===== src/rtl/imem_loader_pkg.sv =====
// Shared constants, state encoding and address helper for the instruction-memory loader.
package imem_loader_pkg;

   localparam int unsigned ADDR_W = 32;
   localparam int unsigned DATA_W = 32;
   localparam int unsigned BYTE_W = 8;
   localparam int unsigned CNT_W  = 16;
   localparam int unsigned LANE_W = 2;

   localparam logic [1:0]        ACCESS_WORD       = 2'b10;
   localparam logic [ADDR_W-1:0] DEFAULT_BASE_ADDR = 32'h0100_0000;

   typedef enum logic [2:0] {
      ST_IDLE,
      ST_COLLECT,
      ST_WRITE,
      ST_DONE,
      ST_ERROR
   } ld_state_e;

   // Byte address of word number idx; idx is capped by MAX_WORDS so no wrap occurs.
   function automatic logic [ADDR_W-1:0] word_addr(input logic [ADDR_W-1:0] base,
                                                   input logic [CNT_W-1:0]  idx);
      return base + {14'd0, idx, 2'b00};
   endfunction

endpackage


===== src/rtl/imem_loader_packer.sv =====
// Little-endian byte-to-word packer: lane counter plus word buffer with clear and shift-in.
module imem_loader_packer
   import imem_loader_pkg::*;
(
   input  logic              clk,
   input  logic              rst,
   input  logic              clear_i,
   input  logic              shift_i,
   input  logic [BYTE_W-1:0] data_i,
   output logic [DATA_W-1:0] word_nxt_c,
   output logic              word_full_c
);

   logic [LANE_W-1:0] lane_q;
   logic [DATA_W-1:0] buf_q;

   // Buffer with the incoming byte merged into its lane; cleared lanes give the zero padding.
   always_comb begin
      word_nxt_c = buf_q;
      word_nxt_c[{lane_q, 3'b000} +: BYTE_W] = data_i;
   end

   assign word_full_c = shift_i && (lane_q == LANE_W'(3));

   always_ff @(posedge clk or posedge rst) begin
      if (rst) begin
         lane_q <= '0;
         buf_q  <= '0;
      end else if (clear_i) begin
         lane_q <= '0;
         buf_q  <= '0;
      end else if (shift_i) begin
         lane_q <= lane_q + LANE_W'(1);
         buf_q  <= word_nxt_c;
      end
   end

endmodule


===== src/rtl/imem_loader.sv =====
// Writes a streamed byte image into instruction memory as word stores and holds the CPU until done.
module imem_loader
   import imem_loader_pkg::*;
#(
   parameter logic [ADDR_W-1:0] BASE_ADDR = DEFAULT_BASE_ADDR,
   parameter int unsigned       MAX_WORDS = 1024
) (
   input  logic              clk,
   input  logic              reset,
   input  logic              start,
   input  logic              byte_valid,
   input  logic [BYTE_W-1:0] byte_data,
   input  logic              byte_last,
   output logic              byte_ready,
   output logic [ADDR_W-1:0] mem_address,
   output logic [DATA_W-1:0] mem_data_in,
   output logic              mem_w_enable,
   output logic [1:0]        mem_access_size,
   output logic              mem_rdun,
   output logic              cpu_hold,
   output logic              done,
   output logic              error,
   output logic [CNT_W-1:0]  words_written
);

   ld_state_e         state_q;
   logic              ready_q;
   logic              last_q;
   logic              wen_q;
   logic              hold_q;
   logic              done_q;
   logic              error_q;
   logic [ADDR_W-1:0] addr_q;
   logic [DATA_W-1:0] data_q;
   logic [CNT_W-1:0]  words_q;

   logic              accept_c;
   logic              start_go_c;
   logic              clear_c;
   logic              full_c;
   logic              at_cap_c;
   logic [DATA_W-1:0] word_nxt_c;

   assign accept_c   = byte_valid & ready_q;
   assign start_go_c = start & ((state_q == ST_IDLE) || (state_q == ST_DONE) ||
                                (state_q == ST_ERROR));
   assign clear_c    = start_go_c | (state_q == ST_WRITE);
   assign at_cap_c   = (words_q == CNT_W'(MAX_WORDS));

   imem_loader_packer u_packer (
      .clk         (clk),
      .rst         (reset),
      .clear_i     (clear_c),
      .shift_i     (accept_c),
      .data_i      (byte_data),
      .word_nxt_c  (word_nxt_c),
      .word_full_c (full_c)
   );

   // Loader FSM; memory-port registers are loaded on entry to WRITE so the strobe cycle is clean.
   always_ff @(posedge clk or posedge reset) begin
      if (reset) begin
         state_q <= ST_IDLE;
         ready_q <= 1'b0;
         last_q  <= 1'b0;
         wen_q   <= 1'b0;
         hold_q  <= 1'b1;
         done_q  <= 1'b0;
         error_q <= 1'b0;
         addr_q  <= BASE_ADDR;
         data_q  <= '0;
         words_q <= '0;
      end else begin
         case (state_q)
            ST_COLLECT: begin
               if (accept_c && (full_c || byte_last)) begin
                  state_q <= ST_WRITE;
                  ready_q <= 1'b0;
                  last_q  <= byte_last;
                  data_q  <= word_nxt_c;
                  addr_q  <= word_addr(BASE_ADDR, words_q);
                  wen_q   <= !at_cap_c;
               end
            end
            ST_WRITE: begin
               wen_q <= 1'b0;
               if (at_cap_c) begin
                  state_q <= ST_ERROR;
                  error_q <= 1'b1;
               end else begin
                  words_q <= words_q + CNT_W'(1);
                  if (last_q) begin
                     state_q <= ST_DONE;
                     done_q  <= 1'b1;
                     hold_q  <= 1'b0;
                  end else begin
                     state_q <= ST_COLLECT;
                     ready_q <= 1'b1;
                  end
               end
            end
            ST_IDLE, ST_DONE, ST_ERROR: begin
               if (start_go_c) begin
                  state_q <= ST_COLLECT;
                  ready_q <= 1'b1;
                  last_q  <= 1'b0;
                  hold_q  <= 1'b1;
                  done_q  <= 1'b0;
                  error_q <= 1'b0;
                  words_q <= '0;
               end
            end
            default: state_q <= ST_IDLE;
         endcase
      end
   end

   assign byte_ready      = ready_q;
   assign mem_address     = addr_q;
   assign mem_data_in     = data_q;
   assign mem_w_enable    = wen_q;
   assign mem_access_size = ACCESS_WORD;
   assign mem_rdun        = 1'b0;
   assign cpu_hold        = hold_q;
   assign done            = done_q;
   assign error           = error_q;
   assign words_written   = words_q;

endmodule


===== config.mk =====
export PLATFORM = sky130hd
export DESIGN_NAME = imem_loader
export DESIGN_NICKNAME = d
export VERILOG_FILES = /design/src/rtl/imem_loader_pkg.sv /design/src/rtl/imem_loader_packer.sv /design/src/rtl/imem_loader.sv
export SDC_FILE = /design/constraint.sdc
export NUM_CORES = 1
export LEC_CHECK = 0
export ABC_AREA = 1
export CORE_ASPECT_RATIO = 1.4
export CORE_MARGIN = 3
export CORE_UTILIZATION = 35
export DETAILED_ROUTE_END_ITERATION = 7
export MAX_ROUTING_LAYER = met4
export PLACE_DENSITY = 0.6
export SLEW_MARGIN = 20
export SYNTH_ARGS = -nofsm -noshare
export SYNTH_HDL_FRONTEND = slang
export SYNTH_HIERARCHICAL = 1
export SYNTH_SLANG_ARGS = --single-unit
export TNS_END_PERCENT = 5

===== constraint.sdc =====
create_clock -name clk -period 3.2 [get_ports clk]
set_clock_uncertainty 0.15 [all_clocks]
set_input_delay 0.8 -clock clk [delete_from_list [all_inputs] [get_ports clk]]
set_output_delay 0.8 -clock clk [all_outputs]
set_load 0.02 [all_outputs]

* Yosys cells after proc, flatten, opt, wreduce, memory -nomap -nowiden
Cells that the tools add are included.
** Storage, ports and cells
- Register bits :: 123
- Latch bits :: 0
- Bits in writable memories :: 0
- Memory bits (read-only) :: 0
- Output and inout port bits :: 88
- Memories :: 0
** Operators by class
- Add/sub/neg operators :: 4
- Multiply operators :: 0
- Divide/modulo/power cells :: 0
- $lt $le $gt $ge :: 0
- Equality and inequality tests :: 12
- Shifts and indexed selects :: 2
- Multiplexer cells :: 31
- Bitwise logic cells :: 3
- Reduce and logical (&&, ||, !) cells :: 21
** Operators with widths (number)
- $mux W32 :: 2
- $bwmux W32 :: 1
- $mux W16 :: 2
- $pmux W16 S2 :: 1
- $shift A8 B7 Y32 const A :: 1
- $shiftx A8 B7 Y32 :: 1
- $add A25 B18 Y26 const A :: 1
- $add A16 B1 Y16 const B :: 1
- $eq A16 B11 Y1 const B :: 1
- $mux W1 :: 12
- $ne A2 B2 Y1 const B :: 6
- $pmux W1 S2 :: 5
- $mux W3 :: 3
- $pmux W3 S3 :: 1
- $reduce_and A3 Y1 :: 3
- $reduce_bool A2 Y1 :: 4
- $neg A5 Y7 :: 1
- $eq A3 B2 Y1 const B :: 2
- $mux W2 :: 3
- $reduce_and A2 Y1 :: 3
- $reduce_and A5 Y1 :: 1
- $reduce_and A4 Y1 :: 1
- $eq A3 B1 Y1 const B :: 1
- $eq A3 B3 Y1 const B :: 1
- 11 further kinds :: 15

* Longest topological paths before layout
- Depth in word-level cells :: 6
- Mapped depth :: 13
- Depth with buffers taken out :: 13

* Modules after synthesis
Netlist, hierarchy kept.
** Modules (own cells, without submodules)
- imem_loader :: times used 1, cells an instance 449, area an instance 3514.6 um^2
- imem_loader_packer :: times used 1, cells an instance 286, area an instance 1901.8 um^2

* Worst setup path after synthesis
OpenSTA, ideal clock, no wires.
- Kind :: input to register
- From :: input byte_valid
- To :: register addr_q[2], in the netlist mem_address[2]
- Setup time :: 0.121 ns
- Arrival :: 1.719 ns
- Required time :: 2.929 ns
- Setup slack :: 1.210 ns
- Cell stages on the path :: 12
- Buffers on the path :: 1
- Path through :: nand2_1 inv_1 nand2_1 inv_1 inv_1 nand2_1 nand2_1 nor2_4 inv_2 buf_2 nand2_1 o21ai_1
** Between the ends
- Longest elaborated chain between the ends :: 5
** RTL lines
- start, declared :: RTL line imem_loader.sv:11 : input logic byte_valid,
- $and A1 B1 Y1 :: RTL line imem_loader.sv:44 : assign accept_c = byte_valid & ready_q;
- via accept_c :: RTL line imem_loader.sv:37 : logic accept_c;
- $logic_and A1 B1 Y1 :: RTL line imem_loader_packer.sv:23 : assign word_full_c = shift_i && (lane_q == LANE_W'(3));
- via full_c :: RTL line imem_loader.sv:40 : logic full_c;
- $logic_or A1 B1 Y1 :: RTL line imem_loader.sv:76 : if (accept_c && (full_c || byte_last)) begin
- $logic_and A1 B1 Y1 :: RTL line imem_loader.sv:76
- $reduce_and A2 Y1 (no source line)
- end signal, assigned :: RTL line imem_loader.sv:81 : addr_q <= word_addr(BASE_ADDR, words_q);
- end, declared :: RTL line imem_loader.sv:33 : logic [ADDR_W-1:0] addr_q;
The timed path passes the listed nets, and every way through them passes these cells.
A chain may end at the register's enable or synchronous reset.

* Worst setup path in the final report
Ends and elaborated chain as after synthesis.

==> qor.csv <==
stage,metric,value,unit
clock_tree,TritonCTS Buffers,9,
critical_path,CP Max Fanout,64,
layout,"Net count, final",830,
global_route,global-route usage over all layers,17.28,%
clock_tree,Worst-path clk slew,0.07,ns
critical_path,Worst Path Buf+Inv,5,
power,total power,4718,uW
drt,# DRC,0,
worst_hold_path,Hold EP,mem_data_in[27],
logic_synthesis,Mapped Avg Cell Area,7.369,sq um
floorplan,IO Count,101,
floorplan,DIE AREA,17020,sq um
clock_tree,H-tree depth,3,
worst_hold_path,Worst Hold Path Cells,2,
power,combinational share of power,38.7,%
floorplan,initial core utilization,35.82,%
logic_synthesis,synthesis-stage register bit count,107,
floorplan,Die W,111.1,um
clock_tree,CTS tree,yes,
global_route,vias in the first global route,4572,
layout,"most common cell after layout, fill and taps aside",nand2_1,
clock_tree,post-CTS sizing,0,
critical_path,Worst setup EP type,register,
layout,most frequent cells in the layout,"nand2_1 (373), dfrtp_1 (106), clkdlybuf4s50_1 (81), nor2_1 (41), inv_1 (40)",
drt,remaining antenna violation count after routing,0,
sta,f_max,355.4,MHz
logic_synthesis,Cell variety after synth,25,
critical_path,Reg2Reg Depth,9,
layout,Area Growth Syn to Fin,22.66,%
worst_hold_path,hold path startpoint,mem_data_in[27],
power,Clock Power Share,24.0,%
critical_path,Required @ worst endpoint,3.29,ns
critical_path,Critical Path Start Type,input port,
critical_path,"Arr. time, crit path",2.91,ns
layout,Antenna Cells,0,
floorplan,Core Region,15120,sq um
critical_path,Most Frequent Cell on Critical Path,nand2_1,
logic_synthesis,Mapped Cells,735,
power,worst-case vdd ir drop,0.3756,mV
logic_synthesis,post-synth top area cell,dfrtp_1,
sta,post-layout minimum cycle time,2.814,ns
drt,DR iter-0 viols,275,
power,Switching Fraction,40.10,%
global_route,first-pass GRT wire length,23260,um
sta,RSZ-0062 raised after global routing,false,
placed_design,pre-CTS setup slack,0.1694,ns
global_route,antenna violations before repair,0,
clock_tree,# Post-CTS Setup Buffers,0,
critical_path,R2R Setup Slk,0.57,ns
worst_hold_path,Worst Hold Class,register to register,
clock_tree,clock buffer depth,2,
sta,"Hold Vio Cnt, Final",0,
global_route,GRT overflow,0,
logic_synthesis,Post-Syn Area,5416,sq um
critical_path,Reg2Reg Capture Point,mem_address[2],
logic_synthesis,Synth warnings,6,
power,Psw,1892,uW
layout,Util after Layout,43.94,%
drt,via count,4685,
drt,Initial DRT Pass Iterations,5,
sta,Sum Neg Setup Slack,0,ns
critical_path,CP cell instances,clkdlybuf4s50_1 -> nand2_1 -> inv_1 -> nand2_1 -> inv_1 -> inv_1 -> nand2_1 -> nand2_1 -> nor2_4 -> clkinv_2 -> o21ai_1,
clock_tree,Sinks on Clock Net,107,
critical_path,CP max stage delay,0.67,ns
critical_path,cell family with most CP delay,buffers and inverters,
sta,Pins Over Slew Limit,0,
global_route,largest net degree at the start of global routing,65,
logic_synthesis,"top cells by area, synth","dfrtp_1 (49%), nand2_1 (26%), o21ai_1 (3.6%)",
power,Pwr per Cell Area,710.2,nW/um^2
clock_tree,worst skew pair latency,0.35,ns
clock_tree,"Hold-fix buffers, CTS",0,
logic_synthesis,post-synth top area share,48.97,%
floorplan,Die H,153.2,um
sta,Slew @ Worst Pin,0.8645,ns
sta,WHS,0.3260,ns
sta,Slew HR,42.30,%
clock_tree,CTS Root Cell,clkbuf_16,
placed_design,IO buf count,81,
power,leakage power,0.003410,uW
drt,Via-to-Cell Ratio,4.657,
run_status,status,completed,
drt,Total Wirelength,13870,um
floorplan,num rows,53,
drt,Routed WL per cell,13.79,um
critical_path,worst r2r src,u_packer/lane_q[0],
job,max_cap viols,0,
placed_design,Detailed Place HPWL,9968,um
critical_path,kind of critical path,input port to register,
logic_synthesis,post-synthesis sequential area ratio,49.46,%
sta,Final period util,87.94,%
power,Flop pwr share,37.3,%
placed_design,Final GP Congestion,0.9029,
layout,fraction of layout cells with a size suffix above 1,5.528,%
critical_path,Slowest cell on crit path,clkinv_2,
power,Internal,2826,uW
sta,final worst setup slack,0.3859,ns
sta,"Setup violations, final",0,
==> final cells by class <==
| cell class | count | area [sq um] |
|---|---|---|
| tap | 192 | 240.2 |
| timing repair buffer | 87 | 880.8 |
| multi-input combinational | 554 | 2356 |
| inverter | 51 | 192.7 |
| sequential | 107 | 2679 |
| fill | 1596 | 8476 |
| clock inverter | 2 | 35.03 |
| clock buffer | 13 | 260.3 |
==> per-layer routing <==
metal	global-route usage, %	wire length, um
met1	19.76	5894
met2	31.19	7239
met3	2.376	452
met4	5.507	287
met5	-	0
==> tightest hold or removal path: stages, from the launching register on <==
cell and delay, ns:
dfrtp_1 0.34, nand2_1 0.06, nand2_1 0.05
==> power by group through the flow <==
stage	clock (uW)	sequential (uW)	combinational, uW
floorplan	0	1920	1080
global placement	0	1790	1830
detailed placement	0	1780	1850
CTS	1160	1760	1850
global route	1220	1790	2040
finish	1130	1760	1830
==> flip-flops by register name, summed over array words and instances, names as in the netlist <==
register / count
error: 1
mem_data_in: 32
cpu_hold: 1
state_q: 3
byte_ready: 1
words_written: 16
mem_address: 16
done: 1
mem_w_enable: 1
last_q: 1
u_packer/buf_q: 32
u_packer/lane_q: 2
==> worst max path at each step <==
stage / slack [ns] / startpoint / endpoint / depth (start not counted)
after floorplan: 0.40 / reset / byte_ready / 1
after global placement: 0.29 / byte_valid / mem_address[10] / 12
after detailed placement: 0.17 / byte_valid / mem_address[2] / 12
after CTS: 0.52 / byte_valid / mem_address[2] / 12
after global routing: 0.09 / byte_valid / mem_address[6] / 12
final: 0.39 / byte_valid / mem_address[2] / 11
==> stage by stage <==
stage,instances,area (sq um)
floorplan,752,5480
global placement,991,6347
detailed placement,991,6347
CTS,1006,6643
global route,1006,6644
finish,1006,6644
==> cells by family after synthesis <==
family,share of synthesized area (%)
compound gates,4.320
simple gates,35.60
xor+xnor,0.6467
fa+ha+maj,1.617
buf+inv,8.224
flops,49.46
other cells,0.1387
==> synth_stat cells (all sizes together) <==
cell / count
ha: 7
dfstp: 1
o21ai: 45
xor2: 4
conb: 2
inv: 51
dfrtp: 106
clkbuf: 4
nand3: 38
a21oi: 1
nor2: 50
buf: 36
nand4: 14
nand2: 375
nand3b: 1
Power figures use the tool's default switching activity.
==> RTL change 1: new RTL, config.mk and constraints unchanged <==
The 5 states of `ld_state_e` get a one-hot encoding in 5 bits.
--- a/src/rtl/imem_loader_pkg.sv
+++ b/src/rtl/imem_loader_pkg.sv
@@ -10,12 +10,12 @@
    localparam logic [1:0]        ACCESS_WORD       = 2'b10;
    localparam logic [ADDR_W-1:0] DEFAULT_BASE_ADDR = 32'h0100_0000;
 
-   typedef enum logic [2:0] {
-      ST_IDLE,
-      ST_COLLECT,
-      ST_WRITE,
-      ST_DONE,
-      ST_ERROR
+   typedef enum logic [4:0] {
+      ST_IDLE    = 5'b00001,
+      ST_COLLECT = 5'b00010,
+      ST_WRITE   = 5'b00100,
+      ST_DONE    = 5'b01000,
+      ST_ERROR   = 5'b10000
    } ld_state_e;
 
    // Byte address of word number idx; idx is capped by MAX_WORDS so no wrap occurs.
Function: no difference found for any inputs over 4 cycles, from zero or initial values and one cycle with reset high; so few cycles prove little.
==> RTL change 1 against the unedited design <==
Final area is 2.1% higher; synthesized area is 1.8% higher; first-iteration DRC count is 15% lower; power is 4.8% higher; wire length is 3.2% higher; highest routed layer unchanged; sequential cell count is 2 higher; sequential share of layout area is 0.069 points lower; setup slack better by 0.34 ns; largest power group unchanged.
==> RTL change 1: results (changes against the unedited design) <==
----------------------------------------------------
[Status]
  Status ... finished clean (unchanged)

[Route]
  Number of vias per cell ... 4.74 (was 4.66)
  WL/cell ... 14.2 µm (was 13.8 µm)
  Violation count after the first detailed-routing iteration ... 234 (was 275)
  Count of vias placed by the detailed router ... 4,790 (was 4,685)

[Min path]
  WHS Endpoint ... mem_data_in[4] (was mem_data_in[27])
  Startpoint of the lowest-slack hold path ... mem_data_in[4] (was mem_data_in[27])

[Logic synthesis]
  Synth async-reset ratio ... 100% (unchanged)
  Gate count of the mapped netlist ... 740 (was 735)
  Sequential cell area fraction in the yosys report ... 49.5% (about the same)
  Synth top area cells ... sky130_fd_sc_hd__dfrtp_1 49%, sky130_fd_sc_hd__nand2_1 24%, sky130_fd_sc_hd__nor2_1 3.1%, sky130_fd_sc_hd__inv_1 3.0%, sky130_fd_sc_hd__nand3_1 2.9% (was sky130_fd_sc_hd__dfrtp_1 49%, sky130_fd_sc_hd__nand2_1 26%, sky130_fd_sc_hd__o21ai_1 3.6%, sky130_fd_sc_hd__nand3_1 3.3%, sky130_fd_sc_hd__inv_1 2.8%)
  Distinct cells, synth ... 26 (was 25)
  Top cell types by occurrence after synthesis ... 356 x sky130_fd_sc_hd__nand2_1, 107 x sky130_fd_sc_hd__dfrtp_1, 45 x sky130_fd_sc_hd__nor2_1 (was 373 x sky130_fd_sc_hd__nand2_1, 106 x sky130_fd_sc_hd__dfrtp_1, 41 x sky130_fd_sc_hd__inv_1, 41 x sky130_fd_sc_hd__nor2_1, 39 x sky130_fd_sc_hd__o21ai_1)

[GRT]
  Pin count of the biggest net entering global routing ... 52 (was 65)
  Wire length of the first global-routing pass ... 23.9 mm (was 23.3 mm)
  Total routing usage reported by global routing ... 17.5% (was 17.3%)
  Number of global-route vias before repair ... 4,748 (was 4,572)

[Placement]
  Post-detail-place hpwl ... 10.6 mm (was 9.97 mm)
  Routability cong. ... 0.903 (about the same)
  Dpl ws ... 0.498 ns (was 0.169 ns)
  Placed standard-cell area ... 6460 µm² (was 6350 µm²)

[Cells and area]
  Fraction of final layout cells with drive strength greater than 1 ... 5.98% (was 5.53%)
  Nets ... 834 (was 830)

[Setup path]
  Worst setup slack for register-to-register paths ... 0.89 ns (was 0.57 ns)
  Critical register-to-register path endpoint ... mem_data_in[25] (was mem_address[2])
  Max Fanout on Critical Path ... 9 (was 64)

[Timing]
  Worst hold margin ... 0.327 ns (was 0.326 ns)
  Worst slew slack as a fraction of its limit ... 65.8% (was 42.3%)

[Power and ir drop]
  LEAKAGE ... 3.45 nW (was 3.41 nW)
  Max rail drop VDD ... 293 µV (was 376 µV)

----------------------------------------------------
==> RTL change 1: cell count changes after synthesis, sizes merged, moves of 2 or more <==
cell	unedited run	this run
nand2	375	360
nor3	0	10
a21oi	1	4
clkbuf	4	7
nor2	50	53
nand3	38	36
o21ai	45	47
xor2	4	2
==> RTL change 1: report_power, final <==
part	switching, mW	leakage, nW	internal (mW)
clock	0.520	0.152	0.712
sequential	0.187	1.50	1.67
combinational	1.26	1.79	0.596
total	1.97	3.45	2.97
==> RTL change 1: kinds of logic after synthesis <==
group / synth area share (%)
xor gates and xnor gates: 0.318
and+or+nand+nor: 35.3
adders and majority gates: 1.59
other: 0.136
DFF: 49.5
AOI/OAI and AO/OA: 4.90
buffers and inverters: 8.26
==> RTL change 1: cell type report <==
cell class | count | area (µm²)
fillers | 1554 | 8470
flip-flops and latches | 109 | 2730
multi-input cells | 555 | 2390
repair buffers | 88 | 901
clock buffers | 11 | 243
well taps | 192 | 240
inverters | 51 | 193
clock inverters | 5 | 83.8
==> RTL change 1: per-layer routing <==
layer / global-route usage, % / up-vias / routed length (µm)
met2: 30.9 / 106 / 7580
met5: - / - / 0
met4: 6.19 / 0 / 321
met1: 20.1 / 2242 / 5910
met3: 2.58 / 24 / 506
li1: - / 2418 / -
==> RTL change 1: worst max path at each step <==
stage                           start                end  slack (ns)  cells after the start
finish               words_written[8]   words_written[8]        0.72                      1
detailed placement         byte_valid    mem_address[13]        0.50                     10
global placement           byte_valid             last_q        0.54                     10
global route         words_written[8]   words_written[8]        0.66                      1
CTS                 words_written[10]  words_written[10]        0.71                      1
floorplan                       reset         byte_ready        0.34                      1
==> RTL change 2: new RTL, same settings <==
Made on the original files. `BYTE_W`: 8 -> 9.
--- a/src/rtl/imem_loader_pkg.sv
+++ b/src/rtl/imem_loader_pkg.sv
@@ -3,7 +3,7 @@
 
    localparam int unsigned ADDR_W = 32;
    localparam int unsigned DATA_W = 32;
-   localparam int unsigned BYTE_W = 8;
+   localparam int unsigned BYTE_W = 9;
    localparam int unsigned CNT_W  = 16;
    localparam int unsigned LANE_W = 2;
 
Ports: changed (resized byte_data); port bits go from 101 to 102. No check against the original RTL was run, so the function may have changed too.
==> RTL change 2 against the unedited design <==
Die area grew 1.3%; non-clock buffer count grew 4; clock power grew 5%; global-route usage shrank 0.63 points; synthesized cell count shrank 1.6%; wire length shrank 0.53%; core utilization grew 0.67 points; synthesized area grew 1.4%; final area grew 2.0%; sequential cell count is the same; power grew 6.3%; setup slack gained 0.027 ns; largest power group unchanged.
==> RTL change 2: results (changes against the unedited design) <==
----------------------------------------------------
[GRT]
  Wire length of the first global-routing pass ... 22.7 mm (was 23.3 mm)
  Met3 capacity usage during global routing ... 2.35% (was 2.38%)
  Global Route met2 Usage ... 28.9% (was 31.2%)
  Met1 Resource Use GR ... 20.1% (was 19.8%)
  Total routing usage reported by global routing ... 16.6% (was 17.3%)
  Number of global-route vias before repair ... 4,486 (was 4,572)

[Timing]
  Worst hold margin ... 0.320 ns (was 0.326 ns)
  Transition time at the pin with the least slew margin ... 0.849 ns (was 0.865 ns)
  Achievable clock frequency ... 359 MHz (was 355 MHz)

[Min path]
  Startpoint of the lowest-slack hold path ... mem_data_in[11] (was mem_data_in[27])

[Cells and area]
  Nets ... 823 (was 830)
  Count of filler cells inserted in the layout ... 1,530 (was 1,596)
  Fraction of final layout cells with drive strength greater than 1 ... 7.57% (was 5.53%)

[Setup path]
  Critical register-to-register path endpoint ... mem_address[13] (was mem_address[2])
  Number of cells on the worst reg-to-reg path ... 10 (was 9)
  Worst setup slack for register-to-register paths ... 0.71 ns (was 0.57 ns)
  Largest stage delay on the critical path ... 0.64 ns (was 0.67 ns)
  WP data arrival ... 2.84 ns (was 2.91 ns)

[Placement]
  Placed standard-cell area ... 6450 µm² (was 6350 µm²)
  Routability cong. ... 0.878 (was 0.903)
  Dpl ws ... 0.207 ns (was 0.169 ns)
  Count of input and output buffers ... 82 (was 81)
  Post-detail-place hpwl ... 10.1 mm (was 9.97 mm)
  # placed instances ... 982 (was 991)

[Route]
  Total routed wirelength ... 13.8 mm (was 13.9 mm)
  Routed met3 length ... 430 µm (was 452 µm)
  Total routed wire length on the met1 layer ... 5.87 mm (was 5.89 mm)
  First-pass DRT Iterations ... 4 (was 5)
  WL/cell ... 13.8 µm (about the same)
  Met2 wirelength from detailed routing ... 7.24 mm (about the same)
  Violation count after the first detailed-routing iteration ... 229 (was 275)
  Number of vias per cell ... 4.72 (was 4.66)

[Logic synthesis]
  Sequential cell area fraction in the yosys report ... 48.8% (was 49.5%)
  Syn_area_per_cell ... 7.60 µm² (was 7.37 µm²)
  Distinct cells, synth ... 32 (was 25)

[Power and ir drop]
  LEAKAGE ... 3.32 nW (was 3.41 nW)
  Max rail drop VDD ... 350 µV (was 376 µV)

[Status]
  Status ... finished clean (unchanged)

----------------------------------------------------
-- RTL change 2: cell families (layout without fill, tap and decap cells) --
family / Yosys count / in the layout / synth area share (%)
AO/OA/AOI/OAI: 72 / 72 / 7.54
XOR/XNOR: 4 / 4 / 0.638
adder cells (fa/ha/maj): 8 / 8 / 1.82
buffers and inverters: 100 / 166 / 8.77
flip-flops: 107 / 107 / 48.8
other: 2 / 19 / 0.137
AND/OR/NAND/NOR: 430 / 430 / 32.3
-- RTL change 2: final cells by class --
class | count | area [µm²] | area share [%]
sequential | 107 | 2680 | 39.5
multi-input combinational | 533 | 2400 | 35.4
timing repair buffer | 91 | 913 | 13.5
tap | 192 | 240 | 3.55
clock buffer | 10 | 229 | 3.38
inverter | 59 | 223 | 3.29
clock inverter | 6 | 90.1 | 1.33
-- RTL change 2: power breakdown --
part / internal, mW / total (mW) / switching [mW]
logic: 0.689 / 2.05 / 1.36
registers: 1.60 / 1.78 / 0.176
clock network: 0.688 / 1.19 / 0.500
